--- src/rtl/xif_gpio_csr.sv ---
// Memory-mapped GPIO/CSR block for the xif split bus: OUT, synchronised IN, IRQ code capture.
// Per-bit edge interrupts (MASK/PEND/POL, irq_o) are built only when XIF_GPIO_CSR_EDGE_IRQ_EN is defined.
module xif_gpio_csr #(
    parameter logic [31:0]       BASE_ADDR   = 32'h80000000,
    parameter int                GPIO_W      = 32,
    parameter logic [GPIO_W-1:0] OUT_RESET   = '0,
    parameter int                IRQ_NUM_POW = 4
) (
    input  logic                   clk_i,
    input  logic                   rst_i,
    input  logic                   bus_req_i,
    input  logic                   bus_we_i,
    input  logic [31:0]            bus_addr_bi,
    input  logic [3:0]             bus_be_bi,
    input  logic [31:0]            bus_wdata_bi,
    output logic                   bus_ack_o,
    output logic                   bus_resp_o,
    output logic [31:0]            bus_rdata_bo,
    input  logic [GPIO_W-1:0]      gpio_bi,
    output logic [GPIO_W-1:0]      gpio_bo,
    input  logic [IRQ_NUM_POW-1:0] irq_code_i,
    input  logic                   irq_ack_i,
    output logic                   irq_o
);

    logic                   hit;
    logic                   wr_en;
    logic                   rd_en;
    logic [2:0]             idx;
    logic [31:0]            lane_mask;
    logic [GPIO_W-1:0]      wmask;
    logic [GPIO_W-1:0]      wbits;
    logic [31:0]            rd_mux;
    logic [GPIO_W-1:0]      out_q;
    logic [GPIO_W-1:0]      s1_q;
    logic [GPIO_W-1:0]      s2_q;
    logic                   code_valid_q;
    logic [IRQ_NUM_POW-1:0] code_q;
    logic [GPIO_W-1:0]      mask_v;
    logic [GPIO_W-1:0]      pend_v;
    logic [GPIO_W-1:0]      pol_v;
    logic                   irq_v;
    logic                   unused_bits;

    assign hit       = (bus_addr_bi[31:5] == BASE_ADDR[31:5]);
    assign idx       = bus_addr_bi[4:2];
    assign wr_en     = bus_req_i & bus_we_i & hit;
    assign rd_en     = bus_req_i & ~bus_we_i;
    assign lane_mask = {{8{bus_be_bi[3]}}, {8{bus_be_bi[2]}}, {8{bus_be_bi[1]}}, {8{bus_be_bi[0]}}};
    assign wmask     = lane_mask[GPIO_W-1:0];
    assign wbits     = bus_wdata_bi[GPIO_W-1:0];
    assign bus_ack_o = bus_req_i;
    assign gpio_bo   = out_q;
    assign irq_o     = irq_v;
    assign unused_bits = ^{bus_addr_bi[1:0], bus_wdata_bi, lane_mask};

    function automatic logic [31:0] zext(input logic [GPIO_W-1:0] v);
        logic [31:0] r;
        r = '0;
        r[GPIO_W-1:0] = v;
        return r;
    endfunction

    always_ff @(posedge clk_i) begin
        if (rst_i) begin
            out_q        <= OUT_RESET;
            s1_q         <= '0;
            s2_q         <= '0;
            code_valid_q <= 1'b0;
            code_q       <= '0;
        end else begin
            s1_q <= gpio_bi;
            s2_q <= s1_q;
            if (wr_en && idx == 3'd0)
                out_q <= (out_q & ~wmask) | (wbits & wmask);
            // A fresh acknowledge beats the read-to-clear of the valid flag.
            if (irq_ack_i) begin
                code_valid_q <= 1'b1;
                code_q       <= irq_code_i;
            end else if (rd_en && hit && idx == 3'd5) begin
                code_valid_q <= 1'b0;
            end
        end
    end

`ifdef XIF_GPIO_CSR_EDGE_IRQ_EN
    logic [GPIO_W-1:0] s3_q;
    logic [GPIO_W-1:0] mask_q;
    logic [GPIO_W-1:0] pend_q;
    logic [GPIO_W-1:0] pol_q;
    logic [GPIO_W-1:0] edge_set;
    logic [GPIO_W-1:0] pend_clr;
    logic              irq_q;

    assign edge_set = (s2_q & ~s3_q & pol_q) | (~s2_q & s3_q & ~pol_q);
    assign pend_clr = (wr_en && idx == 3'd3) ? (wbits & wmask) : '0;

    always_ff @(posedge clk_i) begin
        if (rst_i) begin
            s3_q   <= '0;
            mask_q <= '0;
            pend_q <= '0;
            pol_q  <= '1;
            irq_q  <= 1'b0;
        end else begin
            s3_q   <= s2_q;
            irq_q  <= |(pend_q & mask_q);
            pend_q <= (pend_q & ~pend_clr) | edge_set;
            if (wr_en && idx == 3'd2)
                mask_q <= (mask_q & ~wmask) | (wbits & wmask);
            if (wr_en && idx == 3'd4)
                pol_q <= (pol_q & ~wmask) | (wbits & wmask);
        end
    end

    assign mask_v = mask_q;
    assign pend_v = pend_q;
    assign pol_v  = pol_q;
    assign irq_v  = irq_q;
`else
    assign mask_v = '0;
    assign pend_v = '0;
    assign pol_v  = '0;
    assign irq_v  = 1'b0;
`endif

    always_comb begin
        rd_mux = '0;
        if (hit) begin
            case (idx)
                3'd0: rd_mux = zext(out_q);
                3'd1: rd_mux = zext(s2_q);
                3'd2: rd_mux = zext(mask_v);
                3'd3: rd_mux = zext(pend_v);
                3'd4: rd_mux = zext(pol_v);
                3'd5: begin
                    rd_mux[31]               = code_valid_q;
                    rd_mux[IRQ_NUM_POW-1:0] = code_q;
                end
                default: rd_mux = '0;
            endcase
        end
    end

    always_ff @(posedge clk_i) begin
        if (rst_i) begin
            bus_resp_o   <= 1'b0;
            bus_rdata_bo <= '0;
        end else begin
            bus_resp_o   <= rd_en;
            bus_rdata_bo <= rd_en ? rd_mux : 32'h0;
        end
    end

endmodule

--- config.mk ---
export PLATFORM = sky130hd
export DESIGN_NAME = xif_gpio_csr
export DESIGN_NICKNAME = d
export VERILOG_FILES = /design/src/rtl/xif_gpio_csr.sv
export SDC_FILE = /design/constraint.sdc
export NUM_CORES = 1
export LEC_CHECK = 0
export CAP_MARGIN = 25
export CORE_MARGIN = 2
export CORE_UTILIZATION = 55
export CTS_CLUSTER_DIAMETER = 150
export DETAILED_ROUTE_END_ITERATION = 12
export DONT_BUFFER_PORTS = 1
export GPL_ROUTABILITY_DRIVEN = 0
export PLACE_DENSITY = 0.73
export SETUP_SLACK_MARGIN = 0.5
export SYNTH_ARGS = -nofsm -noshare
export SYNTH_HDL_FRONTEND = slang
export SYNTH_SLANG_ARGS = --single-unit
--- constraint.sdc ---
create_clock -name clk_i -period 1.55 [get_ports clk_i]
set_input_delay 0.31 -clock clk_i [delete_from_list [all_inputs] [get_ports clk_i]]
set_output_delay 0.31 -clock clk_i [all_outputs]
set_load 0.005 [all_outputs]
# Word-level counts from Yosys, hierarchy flattened
# Cells that the tools add are included.
# classes
n_mux	5
n_div	0
magnitude_cmp	0
n_mul	0
shift	0
bitwise_logic	10
n_eq_ne	3
n_reduce_logical	6
addsub	0
# op_table
cell	count
32-bit AND	2
27-bit one-hot mux with 2 select lines	1
32-bit inverter	1
32-bit OR	1
27-bit == test, second input constant	1
4-bit one-hot mux with 3 select lines	1
1-bit AND	3
3-bit by 1-bit == test with 1-bit output, second input constant	1
3-bit == test, second input constant	1
1-bit logical AND	3
3-bit logical NOT	1
1-bit inverter	3
1-bit one-hot mux with 3 select lines	1
3-bit OR reduction	1
1-bit two-way mux	2
2-bit nonzero test	1
# word_totals
ram_bits	0
register_bits	134
input_bits	109
mem_bits_ro	0
latchBits	0
memories	0
output_inout_bits	67
word_cells	31

# Longest topological paths before layout
# logic_depth
word_depth	6
mapped_depth	7
ltp_nobuf	4

# Worst setup path after synthesis
# No wires, ideal clock.
# synth_timing
path_type	input to register
from	input bus_addr_bi[2]
to	register with a tool-made name
path_buffers	2
arrival_time_ps	1354
setup_time_ps	132
path_stages	6
required_time_ps	1418
slack_ps	64
cell_sequence	buf_4 -> nor4b_4 -> nand4_1 -> buf_2 -> o31ai_1 -> a21oi_1
# synth_rtl
element	line_no	source
from (decl)	13	input logic [31:0] bus_addr_bi,

==> flow_summary_export.csv <==
group,metric,value,unit
floorplan,die_area,9122,µm²
synthesis,ys_seq_area_share,58.25,%
floorplan,ios,176,
synthesis,yosys_most_used_dff,"dfxtp_1",
worst_hold_path,hold_path_class,"in -> reg",
synthesis,synth-async-reset-ratio,0,%
placed_design,io_buffer_count,0,
cts,clk_pin_slew,0.06,ns
floorplan,initial_core_util,56.34,%
finish,syn_to_final_growth,30.29,%
route,route.antenna.remaining_nets,0,
timing,min_period,1.174,ns
placed_design,placed_area,4747,µm²
status,status,"complete, but fails checks",
timing,clock.fmax,851.9,MHz
synthesis,avgSynthCellArea,10.42,µm²
grt,top_usage_layer,"met2",
synthesis,synth.area.top_cells,"dfxtp_1 58%, nor2b_1 8.7%, a22oi_1 5.2%",
finish,fin_area,6001,µm²
worst_hold_path,hold_start,"rst_i",
synthesis,yosys_warnings,0,
floorplan,rows,33,
route,num_vias,3501,
timing,period_share,75.73,%
finish,insertedDiodeCount,0,
floorplan,die_y,95.51,µm
finish,final_nets,578,
route,wl,11440,µm
flow_run,max-cap-violations,0,
timing,fin_hold_ws,-0.1140,ns
pwr,peakVddDrop,0.7349,mV
route,drcViolationCount,0,
synthesis,synth_most_common_cell,"dfxtp_1",
timing,final.setup_skew,0.007893,ns
route,via_per_inst,5.974,
route,wire_per_inst,19.52,µm
pwr,p_leak,0.002110,µW
timing,drv_slew,0,
synthesis,synthCells,442,
grt,grt-ovfl-total,0,
worst_setup_path,crit_path_end_kind,"output port",
pwr,power.total,7540,µW
finish,final_cells,586,
grt,met1_usage,26.76,%
cts,ctsLongestPathBuffers,2,
timing,setup_viol,0,
grt,grt_use_met3,8.775,%
synthesis,synth_edf_count,0,
timing,finalHoldViolations,61,
pwr,pwr_density_cell,1257,nW/µm²
route,drtIter0Drc,163,
worst_setup_path,worstSetupPathType,"reg -> out",
finish,drive_above_1_share,31.60,%
synthesis,synth_area,4606,µm²
grt,grt_pass1_vias,3202,
cts,cts_tree,"yes",
cts,cts-hold-fix-buffers,35,
worst_setup_path,path_max_fanout,3,
cts,cts-buffers-inserted,17,
cts,cts_sinks,134,
grt,antenna_found_initial,0,
placed_design,dp_hpwl,6827,µm
status,violations,"hold timing",
synthesis,syn_nets,551,
synthesis,synth_commonest_cells,"134 x dfxtp_1, 64 x nor2b_1, 34 x nand4_1",
cts,ctsHtreeMaxLevel,4,
grt,grtUsageTotal,23.78,%
grt,use_met2,40.38,%
cts,worstSkewPairLatency,0.50,ns
timing,grt_setup_unrepaired,"yes",
synthesis,yosys_register_bits,134,
floorplan,core,8175,µm²
synthesis,yosys.area.top_type_share,58.25,%
worst_setup_path,r2r-start,"code_q[3]",
worst_setup_path,required,1.24,ns
route,dr.pass1.iters,4,
floorplan,die_x,95.51,µm
synthesis,yosysUniqueCellTypes,28,
synthesis,yosys.area.top_type,"dfxtp_1",
worst_setup_path,critPathLaunchType,"flop",
worst_setup_path,crit_arrival,0.86,ns
grt,grt_pass1_wl,16310,µm
grt,grt_max_degree,103,
placed_design,placedCellCount,515,
timing,setup_slack,0.3761,ns
cts,root_buffer,"clkbuf_8",
placed_design,dp_slack,-0.01345,ns
layer usage:
layer	vias to the layer above	share of wire (%)
met4	0	1.3
met3	14	7.8
met2	150	51
li1	1634	-
met1	1703	39
met5	-	0
final cells by class:
type | instances | area, µm²
Tap cell | 105 | 131.4
Timing Repair Buffer | 50 | 568.0
Clock buffer | 18 | 417.9
Fill cell | 529 | 2175
Multi-Input combinational cell | 260 | 1918
Clock inverter | 13 | 148.9
Sequential cell | 134 | 2794
Inverter | 6 | 22.52
per-stage QoR:
step,utilization [%],TNS (ns),hold slack [ns]
CTS,70.31,0,-0.1472
finish,73.40,0,-0.1140
global placement,58.07,-0.04047,0.3829
global route,73.40,0,-0.1418
floorplan,-,0,0.4138
detailed placement,58.07,-0.02091,0.3836
path summary, 6_finish.rpt:
kind,endpoint,slack (ns),depth (start not counted)
setup / recovery,gpio_bo[8],0.38,0
hold / removal,s2_q[1],-0.11,1
setup reg to reg,bus_rdata_bo[3],0.62,3
hold reg to reg,s2_q[29],0.43,1
cells in the final DEF, fill, tap and decap left out, types with 2 or more instances in the layout:
cell type / instances
o31ai_2: 22
nand4_1: 34
clkbuf_16: 18
nor3_1: 3
dlygate4sd3_1: 35
buf_12: 5
buf_6: 2
inv_6: 4
mux2i_1: 4
nor3_2: 3
bufinv_16: 2
clkinv_4: 3
nor2_1: 32
inv_1: 6
dfxtp_2: 53
nor2b_1: 64
dfxtp_4: 12
clkinvlp_4: 3
dfxtp_1: 69
a22oi_1: 32
mux2_2: 5
nor4b_4: 3
nor4_4: 5
a21oi_1: 33
buf_4: 6
o31ai_1: 10
cells by family (layout without fill, tap and decap cells):
logic type / count (synthesis) / count (layout) / share of synthesized area (%)
AO/OA/AOI/OAI: 98 / 98 / 14.24
buffers and inverters: 48 / 87 / 5.134
flip-flops: 134 / 134 / 58.24
multiplexers: 9 / 9 / 2.092
other: 1 / 1 / 0.08142
AND/OR/NAND/NOR: 152 / 152 / 20.21
power breakdown:
group          internal (µW)  total, µW  switching, µW
logic                    145        232           87.3
clock network           2300       3780           1480
registers               3510       3530           20.1
timing repair:
| action | 4_1_cts | 5_1_grt |
|---|---|---|
| setup buffers | 0 | 2 |
| gates resized for setup | 66 | 40 |
| pin swaps | 0 | 3 |
| hold endpoints to repair | 107 | 69 |
| setup endpoints to repair | 65 | 122 |
| cloned | 0 | 3 |
Note: power is estimated with default switching activity, not from simulation.
